**src/rtl/hvac_sequencer.sv**
```systemverilog
// HVAC heat/cool sequencer: tick-timed dwell FSM with hysteresis, fan run-on
// and a compressor lockout between every call, so heating and cooling never reverse directly.
module hvac_sequencer #(
  parameter int unsigned TICK_DIV = 10000000,
  parameter int unsigned HYST     = 1,
  parameter int unsigned MIN_RUN  = 4,
  parameter int unsigned FAN_TAIL = 2,
  parameter int unsigned MIN_OFF  = 8
) (
  input  logic       clk,
  input  logic       reset_n,
  input  logic       enable,
  input  logic [7:0] current_temp,
  input  logic [7:0] desired_temp,
  output logic       heat_on,
  output logic       cool_on,
  output logic       fan_on,
  output logic [2:0] state
);

  typedef enum logic [2:0] {
    ST_OFF     = 3'd0,
    ST_LOCKOUT = 3'd1,
    ST_IDLE    = 3'd2,
    ST_HEAT    = 3'd3,
    ST_COOL    = 3'd4,
    ST_FANRUN  = 3'd5
  } state_t;

  localparam logic [31:0] TICK_LAST = 32'(TICK_DIV - 1);
  localparam logic [8:0]  HYST9     = 9'(HYST);

  state_t      cur_state;
  state_t      nxt_state;
  logic [31:0] presc;
  logic [7:0]  timer;
  logic [7:0]  load_val;
  logic        tick;
  logic        dwell_done;
  logic        state_change;
  logic [8:0]  cur9;
  logic [8:0]  des9;

  assign tick         = (presc == TICK_LAST);
  assign state_change = (nxt_state != cur_state);
  // Expire on the tick that takes the timer to zero, so a dwell of N lasts exactly N ticks.
  assign dwell_done   = (timer == 8'd0) || ((timer == 8'd1) && tick);

  // Widened by one bit so adding the hysteresis band can never wrap.
  assign cur9 = {1'b0, current_temp};
  assign des9 = {1'b0, desired_temp};

  // NOTE: sequential state uses non-blocking (<=) so every register samples pre-edge values.
  always_ff @(posedge clk or negedge reset_n) begin
    if (!reset_n) begin
      cur_state <= ST_OFF;
    end else begin
      cur_state <= nxt_state;
    end
  end

  always_comb begin
    // NOTE: default assignment first so no path leaves nxt_state unassigned (no latch).
    nxt_state = cur_state;
    if (!enable) begin
      nxt_state = ST_OFF;
    end else begin
      case (cur_state)
        ST_OFF:     nxt_state = ST_LOCKOUT;
        ST_LOCKOUT: if (dwell_done) nxt_state = ST_IDLE;
        ST_IDLE: begin
          if ((cur9 + HYST9) < des9)      nxt_state = ST_HEAT;
          else if (cur9 > (des9 + HYST9)) nxt_state = ST_COOL;
        end
        ST_HEAT:    if (dwell_done && (current_temp >= desired_temp)) nxt_state = ST_FANRUN;
        ST_COOL:    if (dwell_done && (current_temp <= desired_temp)) nxt_state = ST_FANRUN;
        ST_FANRUN:  if (dwell_done) nxt_state = ST_LOCKOUT;
        default:    nxt_state = ST_OFF;
      endcase
    end
  end

  always_comb begin
    load_val = 8'd0;
    case (nxt_state)
      ST_HEAT, ST_COOL: load_val = 8'(MIN_RUN);
      ST_FANRUN:        load_val = 8'(FAN_TAIL);
      ST_LOCKOUT:       load_val = 8'(MIN_OFF);
      default:          load_val = 8'd0;
    endcase
  end

  // Prescaler and dwell timer both restart on every state change.
  always_ff @(posedge clk or negedge reset_n) begin
    if (!reset_n) begin
      presc <= 32'd0;
      timer <= 8'd0;
    end else if (state_change) begin
      presc <= 32'd0;
      timer <= load_val;
    end else begin
      presc <= tick ? 32'd0 : presc + 32'd1;
      if (tick && (timer != 8'd0)) begin
        timer <= timer - 8'd1;
      end
    end
  end

  always_comb begin
    heat_on = (cur_state == ST_HEAT);
    cool_on = (cur_state == ST_COOL);
    fan_on  = (cur_state == ST_HEAT) || (cur_state == ST_COOL) || (cur_state == ST_FANRUN);
  end

  assign state = cur_state;

endmodule
```
**config.mk**
```make
export PLATFORM = sky130hd
export DESIGN_NAME = hvac_sequencer
export DESIGN_NICKNAME = d
export VERILOG_FILES = /design/src/rtl/hvac_sequencer.sv
export SDC_FILE = /design/constraint.sdc
export NUM_CORES = 1
export LEC_CHECK = 0
export ABC_AREA = 1
export CAP_MARGIN = 25
export CORE_ASPECT_RATIO = 0.8
export CORE_MARGIN = 1
export CORE_UTILIZATION = 27
export CTS_BUF_LIST = sky130_fd_sc_hd__clkbuf_4
export CTS_CLUSTER_SIZE = 16
export DETAILED_ROUTE_END_ITERATION = 6
export PLACE_DENSITY_LB_ADDON = 0.08
export SYNTH_ARGS = -nofsm -noshare
export SYNTH_HDL_FRONTEND = slang
export SYNTH_SLANG_ARGS = --single-unit
```
**constraint.sdc**
```tcl
create_clock -name clk -period 2.4 [get_ports clk]
set_input_delay 0.24 -clock clk [delete_from_list [all_inputs] [get_ports clk]]
set_output_delay 0.24 -clock clk [all_outputs]
set_load 0.03 [all_outputs]
```
==> metrics.csv, run 1 <==
stage;metric;value;unit
run_status;status;finished, violations left;
run_status;violations;negative setup slack;
yosys;synth_fp_nets;529;
hold_path;hold_class;primary input to async pin;
clock_network;clock_sinks;43;
global_route;grt_max_degree;20;
floorplanning;initial_core_util;28.1;%
clock_network;clk_pin_slew;140;ps
floorplanning;coreArea;0.0130;mm2
route;drt_iter0_markers;138;
layout;layout-drive-gt1-share;30.4;%
yosys;ys_types;39;
run;cap_violations;0;
route;detail-route-antenna-nets;0;
layout;layout_common_cells;nand2_1, buf_4, nor2_1;
worst_setup_path;critical_path.startpoint_type;primary input;
route;dr.pass1.iters;4;
power;cellLeakagePower;2.27;nW
worst_setup_path;end_kind;flop;
floorplanning;die_w;132;um
layout;synthToLayoutAreaGrowth;35.5;%
sta;fin_ws;-76.0;ps
power;power-per-cell-area;674;mW/mm2
power;p_total;3.33;mW
worst_setup_path;ff2ff_path_depth;18;
clock_network;numCtsBuffers;5;
sta;hold_viol;0;
yosys;ys_async_sr_fraction;100;%
place;place_inst;741;
yosys;post-synth-top-area-cell;dfrtp_1;
sta;rsz0062_at_grt;true;
global_route;grt_pass1_wl;16100;um
global_route;overflow;0;
worst_setup_path;critPathMaxStageDelay;480;ps
sta;fin_crit;2480;ps
sta;relSlewSlack;69.3;%
clock_network;ctsLongestPathBuffers;2;
yosys;yosys-top-cells-area;dfrtp_1, nand2_1, ha_1;
worst_setup_path;slowest_stage;clkdlybuf4s50_1;
layout;layout.cells.non_filler;763;
worst_setup_path;required;2660;ps
worst_setup_path;worstSetupPathType;primary input to flop;
yosys;synth_top_area_share;29.5;%
clock_network;insertion_delay;370;ps
sta;holdWs;263;ps
sta;timing.fmax;404;MHz
yosys;seq_area_frac_synth;29.5;%
worst_setup_path;crit_top_cell;nand2_1;
global_route;grt_antenna_before_repair;0;
layout;final_common_cell;nand2_1;
floorplanning;dieArea;0.0140;mm2
worst_setup_path;crit_chain;clkdlybuf4s50_1 -> inv_1 -> xor2_1 -> ha_1 -> inv_1 -> o21bai_1 -> nand2_1 -> nand2_1 -> nand2_2 -> nor2_1 -> nand2_1 -> nand3_2 -> nand2_2 -> nand2_1 -> nand2_2 -> nor2_8 -> nand2_4 -> buf_6 -> buf_6 -> nand2_4 -> nand3_2;
route;wirelength;9400;um
yosys;synth_edf_count;0;
sta;setup_viol;35;
worst_setup_path;reg2reg_slack;50;ps
yosys;netlist_area;0.00365;mm2
clock_network;h-tree-depth;2;
floorplanning;die_height;106;um
place;hpwl;7640;um
clock_network;clock-root-buffer;clkbuf_4;
place;numPortBuffers;24;
layout;fin_util;38.0;%
route;wl_per_cell;12.3;um
route;drc_errors;0;
layout;fillers;1343;
yosys;yosysWarnings;0;
sta;fin_skew;15.8;ps
sta;tightestPinTransition;456;ps
global_route;grt_pass1_vias;3252;
layout;antenna_cells;0;
worst_setup_path;reg2reg_to;timer[3]$_DFFE_PN0P_;
worst_setup_path;critPathMaxFanout;6;
yosys;syn_avg_cell_area;7.59;um2
sta;period_share;103;%
power;vdd_ir_drop_max;367;uV
route;viasPerCell;4.38;
yosys;synthCells;481;
yosys;ys_seq_elements;43;
global_route;grt.total_usage;14.4;%
yosys;ys.flop_type;dfrtp_1;
worst_setup_path;reg2reg_from;presc[0]$_DFF_PN0_;
worst_setup_path;crit_arrival;2730;ps
floorplanning;rows;37;
place;place.gp.congestion;0.790;
route;num_vias;3342;
floorplanning;ios;25;
layout;fin_nets;635;
sta;slew_viol_final;0;
clock_network;cts_tree;built;
## sequential cells by signal, indices dropped and copies added, names as in the netlist
signal  flops
presc      32
state       3
timer       8
## kinds of logic (layout without fill, tap and decap cells)
| kind of cell | Yosys count | count (layout) | synth area share, % |
|---|---|---|---|
| adders and majority gates | 29 | 29 | 9.94 |
| and+or+nand+nor | 274 | 274 | 39.0 |
| AOI/OAI and AO/OA | 27 | 27 | 4.25 |
| xor gates and xnor gates | 38 | 38 | 9.12 |
| DFF | 43 | 43 | 29.5 |
| buffers and inverters | 70 | 177 | 8.23 |
## stage by stage
step	setup WS [ps]	instance area, um2	TNS [ps]
global placement	-1030	4640	-37990
floorplan	-79.6	3710	-575
global route	-248	4940	-8010
CTS	-87.3	4870	-1090
detailed placement	-1080	4640	-40280
finish	-76.0	4940	-1160
## synthesized netlist by cell type (9+ instances only)
cell	count
nand2_1	97
ha_1	29
nor2_1	69
dfrtp_1	43
inv_1	56
nor3_1	18
nor2_4	13
a21oi_1	12
xor2_1	32
inv_2	9
nand3_1	26
nand4_1	11
## how the worst max path moves through the flow
stage,start,endpoint,slack (ps)
finish,desired_temp[7],timer[3]$_DFFE_PN0P_,-80
global route,desired_temp[0],timer[3]$_DFFE_PN0P_,-250
CTS,desired_temp[1],timer[3]$_DFFE_PN0P_,-90
detailed placement,desired_temp[0],timer[2]$_DFFE_PN0P_,-1080
global placement,desired_temp[0],presc[4]$_DFF_PN0_,-1030
floorplan,desired_temp[0],presc[3]$_DFF_PN0_,-80
## worst max-delay path: cells and delay by family
kind / cells / cell delay (ps)
AO/OA/AOI/OAI: 1 / 150
AND/OR/NAND/NOR: 13 / 960
adder cells (fa/ha/maj): 1 / 320
XOR/XNOR: 1 / 170
buffers and inverters: 5 / 870
## area by class of cell
class / count / area (um2) / area share (%)
tap: 175 / 219 / 4.43
inverter: 66 / 263 / 5.31
clock inverter: 2 / 7.51 / 0.152
clock buffer: 6 / 45.0 / 0.911
sequential: 43 / 1080 / 21.8
multi-input combinational: 368 / 2460 / 49.7
timing repair buffer: 103 / 878 / 17.8
## metal layers
metal  GRT usage [%]  routed length (um)  up-vias
met5               0                   0        -
met4            4.07                  92        0
met3            2.29                 249        6
met2            20.2                3730       40
met1            22.3                5320     1541
li1                -                   -     1755
## timing repair
item / 4_1_cts / 5_1_grt
endpoints found under the setup margin: 43 / 42
gates resized for setup: 65 / 13
pin swaps: 31 / 17
buffers inserted: 10 / 3
endpoints found under the hold margin: 10 / 0
cloned: 0 / 0
hold buffers: 1 / 0
## report_power, final
| group | total (mW) | internal [mW] | switching, mW |
|---|---|---|---|
| Combinational | 2.09 | 0.962 | 1.13 |
| Sequential | 0.874 | 0.797 | 0.0763 |
| Clock | 0.368 | 0.120 | 0.248 |
| Total | 3.33 | 1.88 | 1.45 |
Power figures use the tool's default switching activity.
==> run 2, diff against run 1 <==
Settings changed: CORE_UTILIZATION 27 to 62.
==> metrics.csv, run 2 (same netlist as run 1, synthesis figures left out) <==
stage;metric;value;unit
run_status;status;finished, violations left;
run_status;violations;negative setup slack;
layout;synthToLayoutAreaGrowth;32.0;%
sta;fin_skew;14.1;ps
place;place.gp.congestion;0.888;
worst_setup_path;critPathMaxFanout;5;
route;dr.pass1.iters;5;
place;place_inst;623;
worst_setup_path;worstSetupPathType;flop to flop;
route;drt_iter0_markers;267;
sta;tightestPinTransition;542;ps
sta;timing.fmax;383;MHz
worst_setup_path;crit_arrival;2870;ps
layout;final_common_cell;nand2_1;
route;detail-route-antenna-nets;0;
worst_setup_path;ff2ff_path_depth;19;
route;wl_per_cell;15.2;um
place;numPortBuffers;24;
floorplanning;die_height;70.6;um
clock_network;h-tree-depth;2;
worst_setup_path;reg2reg_slack;-210;ps
sta;rsz0062_at_grt;true;
worst_setup_path;required;2650;ps
global_route;grt_antenna_before_repair;0;
layout;fin_nets;614;
global_route;grt_max_degree;44;
sta;relSlewSlack;63.6;%
clock_network;clk_pin_slew;130;ps
route;drc_errors;0;
sta;hold_viol;0;
place;hpwl;6610;um
worst_setup_path;reg2reg_from;presc[0]$_DFF_PN0_;
clock_network;clock_sinks;43;
hold_path;hold_class;primary input to async pin;
floorplanning;dieArea;0.00620;mm2
global_route;overflow;0;
global_route;grt_pass1_wl;15100;um
route;num_vias;3559;
clock_network;clock-root-buffer;clkbuf_4;
place;dp_slack;-1020;ps
layout;layout-drive-gt1-share;33.2;%
floorplanning;die_w;87.8;um
route;wirelength;9790;um
clock_network;cts_tree;built;
power;power-per-cell-area;716;mW/mm2
worst_setup_path;reg2reg_to;timer[0]$_DFFE_PN0P_;
run;cap_violations;0;
global_route;grt.total_usage;30.9;%
place;placed_area;0.00437;mm2
layout;layout.cells.non_filler;645;
sta;period_share;109;%
floorplanning;initial_core_util;65.7;%
sta;holdWs;195;ps
layout;regMostFlops;presc;
sta;slew_viol_final;0;
clock_network;ctsLongestPathBuffers;2;
sta;fin_crit;2610;ps
route;viasPerCell;5.52;
layout;layout_common_cells;nand2_1, nor2_1, buf_4;
layout;final_cell_area;0.00482;mm2
floorplanning;coreArea;0.00556;mm2
layout;fillers;296;
layout;antenna_cells;0;
worst_setup_path;end_kind;flop;
clock_network;numCtsBuffers;5;
floorplanning;ios;25;
floorplanning;rows;24;
layout;largest_register_ffs;32;
power;cellLeakagePower;2.22;nW
power;vdd_ir_drop_max;651;uV
sta;fin_ws;-213;ps
worst_setup_path;critical_path.startpoint_type;flop;
sta;setup_viol;40;
clock_network;insertion_delay;370;ps
global_route;grt_pass1_vias;3283;
layout;fin_util;86.7;%
==> run 2: cell count changes in the layout (fill, tap and decap cells not counted), moves of 3 or more <==
cell     delta
nand2_1     -5
buf_4      -19
nand2_2     +3
nand2_4     +3
nor2_1     -14
nand3_1     -3
nor2_2     +13
==> run 2: cell type report <==
class                   instances  area (um2)  share of cell area [%]
well taps                      78        97.6                    2.03
multi-input cells             368        2570                    53.4
repair buffers                 82         729                    15.1
inverters                      66         263                    5.45
flip-flops and latches         43        1080                    22.3
clock buffers                   5        37.5                   0.779
clock inverters                 3        43.8                   0.909
==> run 2: how the worst max path moves through the flow <==
stage | start | depth (start not counted) | end | slack, ps
after floorplan | desired_temp[0] | 24 | presc[3]$_DFF_PN0_ | -80
after CTS | desired_temp[2] | 25 | timer[2]$_DFFE_PN0P_ | -20
after global placement | desired_temp[0] | 23 | timer[1]$_DFFE_PN0P_ | -850
after global routing | presc[0]$_DFF_PN0_ | 19 | timer[0]$_DFFE_PN0P_ | -330
after detailed placement | desired_temp[0] | 25 | timer[2]$_DFFE_PN0P_ | -1020
final | presc[0]$_DFF_PN0_ | 19 | timer[0]$_DFFE_PN0P_ | -210
==> run 2: critical path, cell delays in order, from the launching register on <==
cell	delay, ps
dfrtp_1	450
ha_2	240
nand2_2	90
nor2_4	160
nand2_1	100
nor2_2	130
nand3_2	150
nand2_4	130
nand2_1	60
nand2_1	70
nand4_1	180
nand2_1	130
nand2_1	60
nand2_1	70
inv_2	60
nand2_4	100
clkinv_4	70
buf_6	130
nand3_1	60
o21ai_0	80
==> run 2: power by group <==
part	total (mW)	switching, mW	leakage [nW]	internal, mW
Clock	0.477	0.258	0.0452	0.220
Sequential	0.889	0.0917	0.591	0.797
Combinational	2.08	1.21	1.59	0.879
Total	3.45	1.56	2.22	1.90
==> run 2: through the flow <==
| step | TNS (ps) | total power, mW |
|---|---|---|
| 4_1_cts | -73.9 | 3.23 |
| 3_5_place_dp | -38690 | 2.64 |
| 3_3_place_gp | -31550 | 2.58 |
| 5_1_grt | -9960 | 3.64 |
| 2_1_floorplan | -575 | 2.00 |
| 6_report | -5620 | 3.45 |
==> run 2: layer usage <==
metal	share of wire, %	vias up	wire length, um	global-route usage (%)
li1	-	1719	-	-
met1	46	1657	4480	46.5
met2	46	164	4510	47.2
met3	6.8	19	664	4.67
met4	1.4	0	138	6.19
met5	0	-	0	0
==> run 2: what timing repair did <==
item,CTS,global route
pin swaps,18,34
endpoints found under the hold margin,0,43
buffers inserted,5,7
endpoints found under the setup margin,43,41
resized for setup,65,56
hold buffers,0,1
==> run 3, diff against run 2 <==
Settings changed: CAP_MARGIN 25 to unset, SLEW_MARGIN set to 10.
==> metrics.csv, run 3 (same netlist as run 1, synthesis figures left out) <==
stage;metric;value;unit
run_status;status;finished, violations left;
run_status;violations;negative setup slack;
layout;fillers;302;
power;seq_power_share;25.8;%
place;placed_area;0.00437;mm2
layout;fin_util;86.2;%
layout;multi_input_area;0.00257;mm2
clock_network;ctsLongestPathBuffers;2;
sta;relSlewSlack;35.4;%
layout;synthToLayoutAreaGrowth;31.2;%
power;power-per-cell-area;720;mW/mm2
hold_path;hold_class;primary input to async pin;
sta;period_share;108;%
global_route;overflow;0;
route;viasPerCell;5.52;
global_route;grt_max_degree;44;
floorplanning;dieArea;0.00620;mm2
clock_network;clk_pin_slew;140;ps
sta;setup_viol;40;
worst_setup_path;critPathMaxFanout;5;
floorplanning;ios;25;
power;p_clk_share;13.8;%
place;numPortBuffers;24;
floorplanning;die_w;87.8;um
power;p_total;3.45;mW
clock_network;clock_sinks;43;
sta;fin_skew;15.8;ps
place;place.gp.congestion;0.888;
power;internal_power;1.89;mW
route;wirelength;9760;um
worst_setup_path;required;2650;ps
route;detail-route-antenna-nets;0;
power;pwr-share-comb;60.4;%
layout;final_cell_area;0.00479;mm2
clock_network;cts_hold_buf;0;
clock_network;clock-root-buffer;clkbuf_4;
power;vdd_ir_drop_max;653;uV
global_route;grt_pass1_vias;3283;
layout;largest_register_ffs;32;
global_route;grt.total_usage;30.9;%
sta;timing.fmax;386;MHz
clock_network;h-tree-depth;2;
route;drc_errors;0;
floorplanning;initial_core_util;65.7;%
sta;fin_ws;-191;ps
layout;layout_common_cells;nand2_1, nor2_1, buf_4;
sta;holdWs;6.02;ps
layout;final_common_cell;nand2_1;
route;met3_length;601;um
layout;fin_nets;612;
clock_network;insertion_delay;370;ps
sta;fin_crit;2590;ps
sta;slew_viol_final;0;
worst_setup_path;crit_arrival;2850;ps
worst_setup_path;end_kind;flop;
global_route;grt_antenna_before_repair;0;
global_route;grt_pass1_wl;15100;um
worst_setup_path;critical_path.startpoint_type;flop;
layout;layout-drive-gt1-share;33.1;%
sta;hold_viol;0;
place;hpwl;6610;um
route;wl_per_cell;15.2;um
run;cap_violations;0;
route;maxUsedRoutingLayer;met4;
place;dp_slack;-1020;ps
layout;antenna_cells;0;
clock_network;numCtsBuffers;5;
route;drt-met1-wl;4510;um
layout;layout.cells.non_filler;643;
power;p_sw;1.56;mW
route;drt_iter0_markers;263;
floorplanning;coreArea;0.00556;mm2
floorplanning;die_height;70.6;um
worst_setup_path;reg2reg_from;presc[0]$_DFF_PN0_;
power;swShare;45.1;%
worst_setup_path;reg2reg_to;presc[19]$_DFF_PN0_;
route;wl_met2;4530;um
layout;regMostFlops;presc;
sta;fin_setup_tns;-4580;ps
sta;tightestPinTransition;970;ps
route;num_vias;3547;
clock_network;cts_tree;built;
worst_setup_path;reg2reg_slack;-190;ps
power;cellLeakagePower;2.21;nW
worst_setup_path;ff2ff_path_depth;19;
worst_setup_path;worstSetupPathType;flop to flop;
sta;rsz0062_at_grt;true;
route;dr.pass1.iters;5;
floorplanning;rows;24;
place;place_inst;623;
layout;seq_area;0.00108;mm2
==> run 3: changes by cell type in the layout (fill, tap and decap cells not counted), sizes merged <==
cell / change
buf: -1
dlygate4sd3: -1
==> run 3: how the worst max path moves through the flow <==
stage / from / to / cells past startpoint
CTS: desired_temp[2] / timer[2]$_DFFE_PN0P_ / 25
global placement: desired_temp[0] / timer[1]$_DFFE_PN0P_ / 23
finish: presc[0]$_DFF_PN0_ / presc[19]$_DFF_PN0_ / 19
detailed placement: desired_temp[0] / timer[2]$_DFFE_PN0P_ / 25
global route: presc[0]$_DFF_PN0_ / timer[0]$_DFFE_PN0P_ / 19
floorplan: desired_temp[0] / presc[3]$_DFF_PN0_ / 24
==> run 3: what timing repair did <==
item / in CTS / in global routing
pin swaps: 18 / 34
cloned: 0 / 0
buffers inserted: 5 / 7
resized for setup: 65 / 56
endpoints found under the setup margin: 43 / 41
==> run 3: layer usage <==
metal / GRT usage, % / up-vias
li1: - / 1713
met1: 46.5 / 1672
met2: 47.2 / 148
met3: 4.67 / 14
met4: 6.19 / 0
met5: 0 / -
==> run 3: power groups by stage <==
stage	Combinational (mW)	Sequential [mW]	Clock [mW]
floorplan	1.11	0.896	0
detailed placement	1.76	0.883	0
finish	2.08	0.888	0.476
CTS	1.88	0.871	0.482
global placement	1.70	0.881	0
global route	2.24	0.897	0.502
==> run 3: worst max-delay path, cell delays in order, from the launching register on <==
cell      delay (ps)
dfrtp_1          450
ha_2             240
nand2_2           90
nor2_4           160
nand2_1          110
nor2_2           130
nand3_2          150
nand2_4          120
nand2_1           60
nand2_1           70
nand4_1          160
nand2_1          120
nand2_1           60
nand2_1           70
inv_2             60
nand2_4          100
clkinv_4          70
nand2_4          100
buf_12           140
nor2_4            30
==> run 3: layout make-up <==
cell class,instances,area share [%]
Multi-Input combinational cell,368,53.7
Tap cell,78,2.04
Inverter,66,5.49
Clock inverter,3,0.915
Clock buffer,5,0.784
Sequential cell,43,22.5
Timing Repair Buffer,80,14.6
